### src/rtl/schwap_bank_ctrl.sv
// Bank-select sequencer for the schwap register file.
// It keeps a LIFO of saved banks and drives the setup/strobe/settle handshake on schwapReg/schwapClk.
module schwap_bank_ctrl #(
   parameter int BANK_W      = 4,
   parameter int STACK_DEPTH = 8,
   parameter int RESET_BANK  = 0
) (
   input  logic                          clk,
   input  logic                          reset,
   input  logic                          push,
   input  logic                          pop,
   input  logic [BANK_W-1:0]             targetBank,
   input  logic                          writeIn,
   output logic                          writeOut,
   output logic [BANK_W-1:0]             schwapReg,
   output logic                          schwapClk,
   output logic                          busy,
   output logic                          done,
   output logic                          overflow,
   output logic                          underflow,
   output logic [BANK_W-1:0]             curBank,
   output logic [$clog2(STACK_DEPTH):0]  depth
);

   localparam int PTR_W   = $clog2(STACK_DEPTH);
   localparam int DEPTH_W = PTR_W + 1;
   localparam logic [DEPTH_W-1:0] DEPTH_FULL = DEPTH_W'(STACK_DEPTH);
   localparam logic [DEPTH_W-1:0] DEPTH_ONE  = DEPTH_W'(1);
   localparam logic [DEPTH_W-1:0] DEPTH_ZERO = DEPTH_W'(0);
   localparam logic [BANK_W-1:0]  RST_BANK   = BANK_W'(RESET_BANK);

   typedef enum logic [2:0] {
      ST_INIT   = 3'd0,
      ST_IDLE   = 3'd1,
      ST_SETUP  = 3'd2,
      ST_STROBE = 3'd3,
      ST_SETTLE = 3'd4
   } state_t;

   state_t            state_r;
   logic              init_run_r;
   logic [BANK_W-1:0] stack_r [STACK_DEPTH];
   logic              stack_we_s;
   logic [PTR_W-1:0]  push_idx_s;
   logic [PTR_W-1:0]  pop_idx_s;

   // Writes are blocked combinationally so nothing lands in a half-switched bank.
   assign writeOut = writeIn & ~busy;

   // Stack pointer decode and push-accept strobe.
   always_comb begin
      stack_we_s = 1'b0;
      push_idx_s = PTR_W'(depth);
      pop_idx_s  = PTR_W'(depth - DEPTH_ONE);
      if ((state_r == ST_IDLE) && push && !pop && (depth != DEPTH_FULL)) begin
         stack_we_s = 1'b1;
      end else begin
         stack_we_s = 1'b0;
      end
   end

   // Saved-bank storage; contents are don't-care after reset.
   always_ff @(posedge clk) begin
      if (stack_we_s) begin
         stack_r[push_idx_s] <= curBank;
      end
   end

   // Sequencer: request decode in IDLE, then SETUP -> STROBE -> SETTLE.
   always_ff @(posedge clk or posedge reset) begin
      if (reset) begin
         state_r    <= ST_INIT;
         init_run_r <= 1'b1;
         schwapReg  <= RST_BANK;
         curBank    <= RST_BANK;
         schwapClk  <= 1'b0;
         busy       <= 1'b1;
         done       <= 1'b0;
         overflow   <= 1'b0;
         underflow  <= 1'b0;
         depth      <= DEPTH_ZERO;
      end else begin
         done      <= 1'b0;
         overflow  <= 1'b0;
         underflow <= 1'b0;
         case (state_r)
            ST_INIT: begin
               state_r    <= ST_STROBE;
               init_run_r <= 1'b1;
               schwapClk  <= 1'b1;
               busy       <= 1'b1;
            end
            ST_IDLE: begin
               schwapClk <= 1'b0;
               busy      <= 1'b0;
               if (push && pop) begin
                  schwapReg  <= targetBank;
                  state_r    <= ST_SETUP;
                  busy       <= 1'b1;
                  init_run_r <= 1'b0;
               end else if (push) begin
                  if (depth == DEPTH_FULL) begin
                     overflow <= 1'b1;
                  end else begin
                     depth      <= depth + DEPTH_ONE;
                     schwapReg  <= targetBank;
                     state_r    <= ST_SETUP;
                     busy       <= 1'b1;
                     init_run_r <= 1'b0;
                  end
               end else if (pop) begin
                  if (depth == DEPTH_ZERO) begin
                     underflow <= 1'b1;
                  end else begin
                     depth      <= depth - DEPTH_ONE;
                     schwapReg  <= stack_r[pop_idx_s];
                     state_r    <= ST_SETUP;
                     busy       <= 1'b1;
                     init_run_r <= 1'b0;
                  end
               end else begin
                  state_r <= ST_IDLE;
               end
            end
            ST_SETUP: begin
               state_r   <= ST_STROBE;
               schwapClk <= 1'b1;
            end
            ST_STROBE: begin
               state_r   <= ST_SETTLE;
               schwapClk <= 1'b0;
            end
            ST_SETTLE: begin
               // The power-up strobe is not a requested switch, so it raises no done.
               state_r <= ST_IDLE;
               busy    <= 1'b0;
               done    <= ~init_run_r;
               curBank <= schwapReg;
            end
            default: begin
               state_r   <= ST_INIT;
               schwapClk <= 1'b0;
               busy      <= 1'b1;
            end
         endcase
      end
   end

endmodule
### config.mk
export PLATFORM = sky130hd
export DESIGN_NAME = schwap_bank_ctrl
export DESIGN_NICKNAME = d
export VERILOG_FILES = /design/src/rtl/schwap_bank_ctrl.sv
export SDC_FILE = /design/constraint.sdc
export NUM_CORES = 1
export LEC_CHECK = 0
export BUFFER_PORTS_ARGS = -buffer_cell sky130_fd_sc_hd__buf_2
export CAP_MARGIN = 30
export CORE_MARGIN = 2
export CORE_UTILIZATION = 60
export DETAILED_ROUTE_END_ITERATION = 12
export GPL_ROUTABILITY_DRIVEN = 0
export MAX_ROUTING_LAYER = met4
export PLACE_DENSITY = 0.81
export SLEW_MARGIN = 10
export SYNTH_ARGS = -nofsm -noshare
export SYNTH_HDL_FRONTEND = slang
export SYNTH_SLANG_ARGS = --single-unit
### constraint.sdc
create_clock -name clk -period 6.6 [get_ports clk]
set_input_delay 0.66 -clock clk [delete_from_list [all_inputs] [get_ports clk]]
set_output_delay 0.66 -clock clk [all_outputs]
set_load 0.01 [all_outputs]
==> results.cfg, run 1 <==
[final_layout]
final_core_util_pct = 66.74
multi_input_comb_area_sq_um = 820.8
syn_to_final_growth_pct = 9.020
stdcell_count = 243
nFillCells = 272
antenna_cells = 0
register_area_sq_mm = 0.001489
nets = 204
layout-drive-gt1-share_pct = 25.39

[pwr]
power.density_mw_per_mm2 = 442.3
ir_drop_v = 0.0002253
total_leakage_power_uw = 0.001077

[grt]
grt_pass1_vias = 1330
grt_first_pass_wirelength_um = 6575
grt_overflow = 0
grt_usage_pct = 21.28
antenna_found_initial = 0
grt_max_degree = 23

[die]
die_y_um = 67.43
core_area_sq_mm = 0.003943
die_x_um = 67.43
dieArea_sq_mm = 0.004546
start_util_pct = 61.22
io_pins = 27
rows = 23

[clock_network]
cts_htree_levels = 2
clockBufferDepth = 2
cts_root_buf = clkbuf_8
cts_tree = yes
cts_inserted_buffers = 5
path_clk_slew_ns = 0.09
cts_resized = 0
cts.sinks = 53
postCtsSetupRepairBufs = 0
clock_latency_ns = 0.30
cts.hold.buffers_added = 0

[synthesis]
synth_seq_area_share_pct = 61.69
synth_area_per_cell_sq_um = 14.37
yosysTopAreaCellShare_pct = 39.81
netlist_area_sq_mm = 0.002414
synth_edf_count = 32
async_flop_share_pct = 39.62
synth_top_family_by_area = multiplexers
synthTopCellsByArea = edfxtp_1 (40%), dfrtp_1 (20%), mux2i_1 (5.4%)
yosys.area_share.adder_pct = 1.555
postSynthCellCount = 168
synth_xor_area_share_pct = 1.763
yosys_warnings = 0
synth_nets = 180
yosysUniqueCellTypes = 40
yosys-mux-area-fraction_pct = 12.86
synth_compound_area_share_pct = 7.932
yosysTopAreaCell = edfxtp_1
synthSimpleGateAreaFrac_pct = 9.902
yosysMostFrequentCell = edfxtp_1
synthFlopType = edfxtp_1
synth_common_cells = edfxtp_1 (32), dfrtp_1 (19), mux2i_1 (13), nand2_1 (13), nor2_1 (13)
synth.ff_latch_count = 53

[timing]
fmax_mhz = 362.2
setup_viol = 0
finalMaxSlewViolations = 0
final-hold-violation-count = 0
max_slew.worst_pin.slew_ns = 0.8035
setup-tns-final_ns = 0
rsz0062_at_grt = false
relSlewSlack_pct = 46.37
clock_skew_ns = 0.01281
period_share_pct = 41.83
fin_crit_ns = 2.761

[critical_path]
worstReg2RegStart = depth[0]
reg2reg_depth = 6
worstSetupStartpointType = register
crit_arrival_ns = 3.01
path_class = register to register
cp.required_ns = 6.85
end_kind = register
startpoint = depth[0]
reg2reg_slack_ns = 3.84
timing.rr.end = schwapReg[3]
crit_fanout = 16

[drt]
drt-total-wl_um = 4270
remaining_drc_errors = 0
vias = 1440
drtIter0Drc = 201
ant_nets = 0
viasPerCell = 5.926
wl_per_cell_um = 17.57
firstDrtPassIters = 4

[flow_run]
cap_violations = 0

[placed_design]
hpwl_um = 3108
dp.cells = 235
portBuffers = 26

[status]
outcome = finished, final reports clean

[hold_path]
min_path_type = input pin to async pin
==> where the power goes <==
part	internal [uW]	switching, uW
combinational	211	222
clock	97.3	97.6
sequential	439	96.8
==> critical path, cell delays in order, from the launching register on <==
cell and delay, ns:
dfrtp_1 0.55, inv_1 0.25, ha_1 0.85, mux2i_1 0.19
mux4_1 0.52, nor3_1 0.19, a211o_1 0.14
==> cell families after synthesis <==
family / count (synthesis)
AO/OA/AOI/OAI: 22
XOR/XNOR: 4
adder cells (fa/ha/maj): 3
buffers and inverters: 16
flip-flops: 53
multiplexers: 23
AND/OR/NAND/NOR: 47
==> cell usage in the layout (no fill, tap or decap), types with 2 or more instances in the layout <==
cell      netlist  routed
dfstp_2         2       2
clkbuf_8        0       5
ha_1            3       3
nor2_1         13      13
mux4_1          3       3
mux2_2          5       5
inv_1           7       7
nand2b_1        2       2
a211o_1         4       4
o22ai_1         2       2
o31ai_1         3       3
dfrtp_1        19      19
a21oi_1         4       4
nand4_1         3       3
mux2i_1        13      13
edfxtp_1       32      32
xor2_1          2       2
mux4_2          2       2
and3_1          3       3
nand2_1        13      13
buf_2           1      26
nor3_1          7       7
nor2b_1         3       3
==> worst max path at each step <==
stage                        end  slack [ns]
finish              schwapReg[3]        3.84
global route        schwapReg[3]        3.60
CTS                 schwapReg[3]        3.81
detailed placement  schwapReg[3]        3.81
global placement    schwapReg[3]        4.01
floorplan           schwapReg[3]        4.41
==> per-layer routing <==
metal	vias to the layer above	part of all wire [%]	GRT usage (%)
met4	0	1.3	6.888
met5	-	0	-
met3	4	3.9	5.000
li1	674	-	-
met2	38	53	35.02
met1	724	41	26.20
==> state kept, by name, summed over array words and instances (netlist names) <==
register and cells:
busy 1, curBank 4, depth 4, done 1
init_run_r 1, overflow 1, schwapClk 1, schwapReg 4
stack_r 32, state_r 3, underflow 1
==> stage by stage <==
step / worst slack [ns] / hold slack, ns / power, uW / area [sq um]
6_report: 3.839 / 0.4951 / 1164 / 2631
5_1_grt: 3.604 / 0.5476 / 1236 / 2631
4_1_cts: 3.807 / 0.5148 / 1172 / 2631
3_5_place_dp: 3.809 / 0.5178 / 982.1 / 2529
3_3_place_gp: 4.006 / 0.5037 / 953.3 / 2529
2_1_floorplan: 4.412 / 0.5099 / 898.4 / 2414
==> final cells by class <==
type                    instances  share of cell area (%)
flip-flops and latches         53                   56.59
repair buffers                 26                   4.945
multi-input cells              99                   31.19
clock inverters                 1                  0.1902
well taps                      50                   2.378
inverters                       7                  0.9986
clock buffers                   7                   3.709
Note: power is estimated with default switching activity, not from simulation.
==> inputs of run 2 (changes only) <==
- ABC_AREA: default -> 1
- CORE_UTILIZATION: 60 -> 52
- PLACE_DENSITY: 0.81 -> 0.75
- clock period: 6.6 -> 2.5 ns (I/O delays scaled with it)
==> results.cfg, run 2 <==
[status]
outcome = finished, final reports clean

[clock_network]
postCtsSetupRepairBufs = 0
clockBufferDepth = 2
path_clk_slew_ns = 0.10
cts_root_buf = clkbuf_8
cts_inserted_buffers = 5
cts_resized = 0
cts.hold.buffers_added = 0
cts_htree_levels = 2
cts_tree = yes
clock_latency_ns = 0.31
cts.sinks = 53

[drt]
remaining_drc_errors = 0
viasPerCell = 5.041
wl_per_cell_um = 13.81
vias = 1825
firstDrtPassIters = 5
ant_nets = 0
drt-total-wl_um = 4998
drtIter0Drc = 119

[final_layout]
regMostFlops = stack_r
largest_register_ffs = 32
layout-drive-gt1-share_pct = 21.36
antenna_cells = 0
syn_to_final_growth_pct = 9.688
nets = 306
layout_common_cells = nand2_1 (95), nand3_1 (33), edfxtp_1 (32)
nFillCells = 410
mostFrequentLayoutCell = nand2_1

[critical_path]
end_kind = register
cp.required_ns = 2.75
worstSetupStartpointType = register
crit_fanout = 10
crit_arrival_ns = 2.21
path_class = register to register

[timing]
rsz0062_at_grt = false
max_slew.worst_pin.slew_ns = 0.8115
setup-tns-final_ns = 0
period_share_pct = 78.06
relSlewSlack_pct = 45.84
fin_crit_ns = 1.951
final-hold-violation-count = 0
clock_skew_ns = 0.007445
fin_ws_ns = 0.5486
fmax_mhz = 512.4
finalMaxSlewViolations = 0
setup_viol = 0

[die]
die_x_um = 74.30
io_pins = 27
die_y_um = 74.30
start_util_pct = 54.05
rows = 25
dieArea_sq_mm = 0.005520
core_area_sq_mm = 0.004755

[synthesis]
synth.ff_latch_count = 53
netlist_area_sq_mm = 0.002570
synth_nets = 278
synth_area_per_cell_sq_um = 9.662
synth_edf_count = 32
yosysTopAreaCell = edfxtp_1
yosysMostFrequentCell = nand2_1
synthTopCellsByArea = edfxtp_1 (37%), dfrtp_1 (19%), nand2_1 (14%)
synth_common_cells = nand2_1 (95), nand3_1 (33), edfxtp_1 (32)
yosysUniqueCellTypes = 32
postSynthCellCount = 266
async_flop_share_pct = 39.62
synth_seq_area_share_pct = 57.94
yosysTopAreaCellShare_pct = 37.39
synthFlopType = edfxtp_1
yosys_warnings = 0

[pwr]
total_leakage_power_uw = 0.001258
power.density_mw_per_mm2 = 1166
ir_drop_v = 0.0005635

[hold_path]
min_path_type = input pin to async pin

[grt]
grt_max_degree = 22
grt_overflow = 0
antenna_found_initial = 0
grt_pass1_vias = 1640
grt_usage_pct = 20.35
grt_first_pass_wirelength_um = 7907

[placed_design]
hpwl_um = 3555
pre_cts_ws_ns = 0.5842
portBuffers = 26

[flow_run]
cap_violations = 0
==> run 2: cell types whose count changed after synthesis, moves of 4 or more <==
cell	before	now
mux2_2	5	0
nor2_1	13	23
inv_1	7	14
nand2_1	13	95
a211o_1	4	0
inv_2	0	5
nand3_1	0	33
nor2_2	0	6
nand2_2	0	4
mux2i_1	13	0
nor3_1	7	1
==> run 2: final cells by class <==
class | count | area (sq um) | share of cell area, %
inverter | 21 | 83.83 | 2.974
sequential | 53 | 1489 | 52.82
tap | 67 | 83.83 | 2.974
clock inverter | 3 | 20.02 | 0.7102
clock buffer | 5 | 68.82 | 2.441
multi-input combinational | 185 | 928.4 | 32.93
timing repair buffer | 28 | 145.1 | 5.149
==> run 2: per-stage QoR <==
| step | hold slack [ns] | area [sq um] | total power [uW] | utilization [%] | cells |
|---|---|---|---|---|---|
| 3_5_place_dp | 0.4480 | 2730 | 2821 | 57.42 | 354 |
| 2_1_floorplan | 0.2250 | 2570 | 2443 | - | 266 |
| 6_report | 0.07592 | 2819 | 3287 | 59.29 | 362 |
| 5_1_grt | 0.1378 | 2819 | 3543 | 59.29 | 362 |
| 3_3_place_gp | 0.4355 | 2730 | 2804 | 57.42 | 354 |
| 4_1_cts | 0.1107 | 2819 | 3302 | 59.29 | 362 |
==> run 2: path summary, 6_finish.rpt <==
kind | from | to | slack, ns | cells past startpoint
min | reset | done | 0.08 | 2
max in group asynchronous | reset | curBank[2] | 1.92 | 2
min in group clk | targetBank[3] | schwapReg[3] | 0.27 | 5
max reg2reg | depth[1] | schwapReg[3] | 0.55 | 8
min reg2reg | schwapClk | schwapClk | 0.48 | 2
max | depth[1] | schwapReg[3] | 0.55 | 8
==> run 2: kinds of logic (layout without fill, tap and decap cells) <==
| family | after synthesis | count (layout) | synth area share, % |
|---|---|---|---|
| buffers and inverters | 28 | 57 | 5.939 |
| adder cells (fa/ha/maj) | 3 | 3 | 1.461 |
| XOR/XNOR | 2 | 2 | 0.6817 |
| flip-flops | 53 | 53 | 57.94 |
| AO/OA/AOI/OAI | 8 | 8 | 1.996 |
| AND/OR/NAND/NOR | 172 | 172 | 31.99 |
==> run 2: where the power goes <==
| part | internal [uW] | total (uW) | leakage (uW) | switching, uW |
|---|---|---|---|---|
| clock | 198 | 487 | 0.0000422 | 289 |
| sequential | 1170 | 1400 | 0.000555 | 233 |
| combinational | 489 | 1400 | 0.000660 | 908 |
==> run 2: critical path, cell delays in order (launching register included) <==
cell and delay (ns):
dfrtp_1 0.49, inv_1 0.12, ha_1 0.48, clkinv_1 0.31, nand3_1 0.16, nand3_1 0.10, nand3_1 0.12, nand2_1 0.06
nand2_1 0.05
==> run 2: routing by layer <==
layer  up-vias  track usage [%]  wire length [um]
met5         -                -                 0
met4         0            7.738                92
met3        10            3.252               233
met2        52            29.17              2287
met1       849            29.35              2384
li1        914                -                 -
==> inputs of run 3 (changes only) <==
- CORE_UTILIZATION: 52 -> 58
- PLACE_DENSITY: 0.75 -> 0.79
- clock period: 2.5 -> 2 ns (I/O delays scaled with it)
==> results.cfg, run 3 (same netlist as run 2, synthesis figures left out) <==
[status]
outcome = finished, final reports clean

[clock_network]
path_clk_slew_ns = 0.10
cts_htree_levels = 2
cts_root_buf = clkbuf_8
cts_resized = 0
postCtsSetupRepairBufs = 0
cts_tree = yes
clockBufferDepth = 2
cts_inserted_buffers = 5
clock_latency_ns = 0.31
cts.sinks = 53
cts.hold.buffers_added = 0

[die]
die_x_um = 70.57
rows = 24
io_pins = 27
core_area_sq_mm = 0.004324
die_y_um = 70.57
start_util_pct = 59.43
dieArea_sq_mm = 0.004979

[drt]
remaining_drc_errors = 0
met2_length_um = 2441
viasPerCell = 5.313
firstDrtPassIters = 4
drt-total-wl_um = 5104
vias = 1865
route.met3.wl_um = 276
drtIter0Drc = 156
wl_met1_um = 2259
routed.top_layer = met4
ant_nets = 0
wl_per_cell_um = 14.54

[final_layout]
nets = 310
design_area_sq_mm = 0.002859
mostFrequentLayoutCell = nand2_1
regMostFlops = stack_r
antenna_cells = 0
final_core_util_pct = 66.12
layout_common_cells = nand2_1 (95), nand3_1 (33), edfxtp_1 (32)
largest_register_ffs = 32
syn_to_final_growth_pct = 11.25
layout-drive-gt1-share_pct = 22.74

[critical_path]
worstSetupStartpointType = register
cp.required_ns = 1.98
path_cells = inv_1 > ha_1 > nand2_4 > nor2_1 > nor3b_4 > nand2_2 > nor2_1
crit_arrival_ns = 1.80
path_class = register to register
crit_fanout = 4
slowest_delay_ns = 0.37
critPathMostFrequentCell = nor2_1
cpMaxStageDelayCell = dfrtp_1
end_kind = register

[timing]
setup_viol = 0
relSlewSlack_pct = 47.43
period_share_pct = 90.76
final-hold-violation-count = 0
finalMaxSlewViolations = 0
setup-tns-final_ns = 0
fin_crit_ns = 1.815
rsz0062_at_grt = false
max_slew.worst_pin.slew_ns = 0.7877
clock_skew_ns = 0.004447
fmax_mhz = 550.9

[placed_design]
dpl_cell_area_sq_mm = 0.002741
portBuffers = 26
hpwl_um = 3669

[pwr]
ir_drop_v = 0.0009617
power.density_mw_per_mm2 = 1523
internal_power_uw = 2514
power_frac_seq_pct = 39.3
power_frac_comb_pct = 43.8
pwr-share-clk_pct = 16.9
netSwitchingPower_uw = 1840
power.total_uw = 4354
total_leakage_power_uw = 0.001292
switching_share_pct = 42.26

[hold_path]
min_path_type = input pin to async pin

[grt]
grt_max_degree = 22
grt_first_pass_wirelength_um = 8652
grt_pass1_vias = 1777
antenna_found_initial = 0
grt_usage_pct = 23.49
grt_overflow = 0

[flow_run]
cap_violations = 0
[run 3: cell count changes in the layout (fill, tap and decap cells not counted)]
cell,previous run,this run
buf_4,2,6
bufinv_16,0,1
clkinv_1,2,1
inv_6,2,1
inv_8,0,1
[run 3: power by group through the flow]
stage,registers [uW],logic [uW],clock network [uW]
final,1710,1910,737
after CTS,1720,1910,749
after global placement,1730,1860,0
after floorplan,1750,1310,0
after detailed placement,1730,1890,0
after global routing,1750,2140,780
[run 3: path summary, 6_finish.rpt]
kind | start | end | slack [ns] | depth (start not counted)
worst max-delay path | depth[1] | stack_r[6][2] | 0.18 | 7
worst min-delay path | reset | schwapReg[0] | 0.02 | 2
worst max register to register | depth[1] | stack_r[6][2] | 0.18 | 7
worst min register to register | schwapClk | schwapClk | 0.47 | 2
max in group asynchronous | reset | curBank[0] | 1.49 | 2
min in group clk | targetBank[1] | schwapReg[1] | 0.23 | 5
[run 3: per-stage QoR]
step	hold WS [ns]	std cells	worst slack (ns)
after floorplan	0.1750	266	0.1541
after global placement	0.3768	343	0.3039
after detailed placement	0.3895	343	0.2407
after CTS	0.04981	351	0.2051
after global routing	0.1097	351	0.06162
final	0.02149	351	0.1848
[run 3: final cells by class]
type                    count  area [sq um]
multi-input cells         185         928.4
flip-flops and latches     53          1489
well taps                  52         65.06
clock inverters             3         48.80
repair buffers             32         175.2
inverters                  21         83.83
clock buffers               5         68.82
fillers                   348          1465
[run 3: layer usage]
metal,vias up,GRT usage [%]
met5,-,-
met4,0,8.595
met3,13,3.989
met2,52,35.22
met1,869,32.91
li1,931,-
[run 3: worst max-delay path: cells and delay by family, from the launching register on]
kind,cells,cell delay [ns]
AND/OR/NAND/NOR,5,0.81
flip-flops,1,0.37
adder cells (fa/ha/maj),1,0.23
buffers and inverters,1,0.08
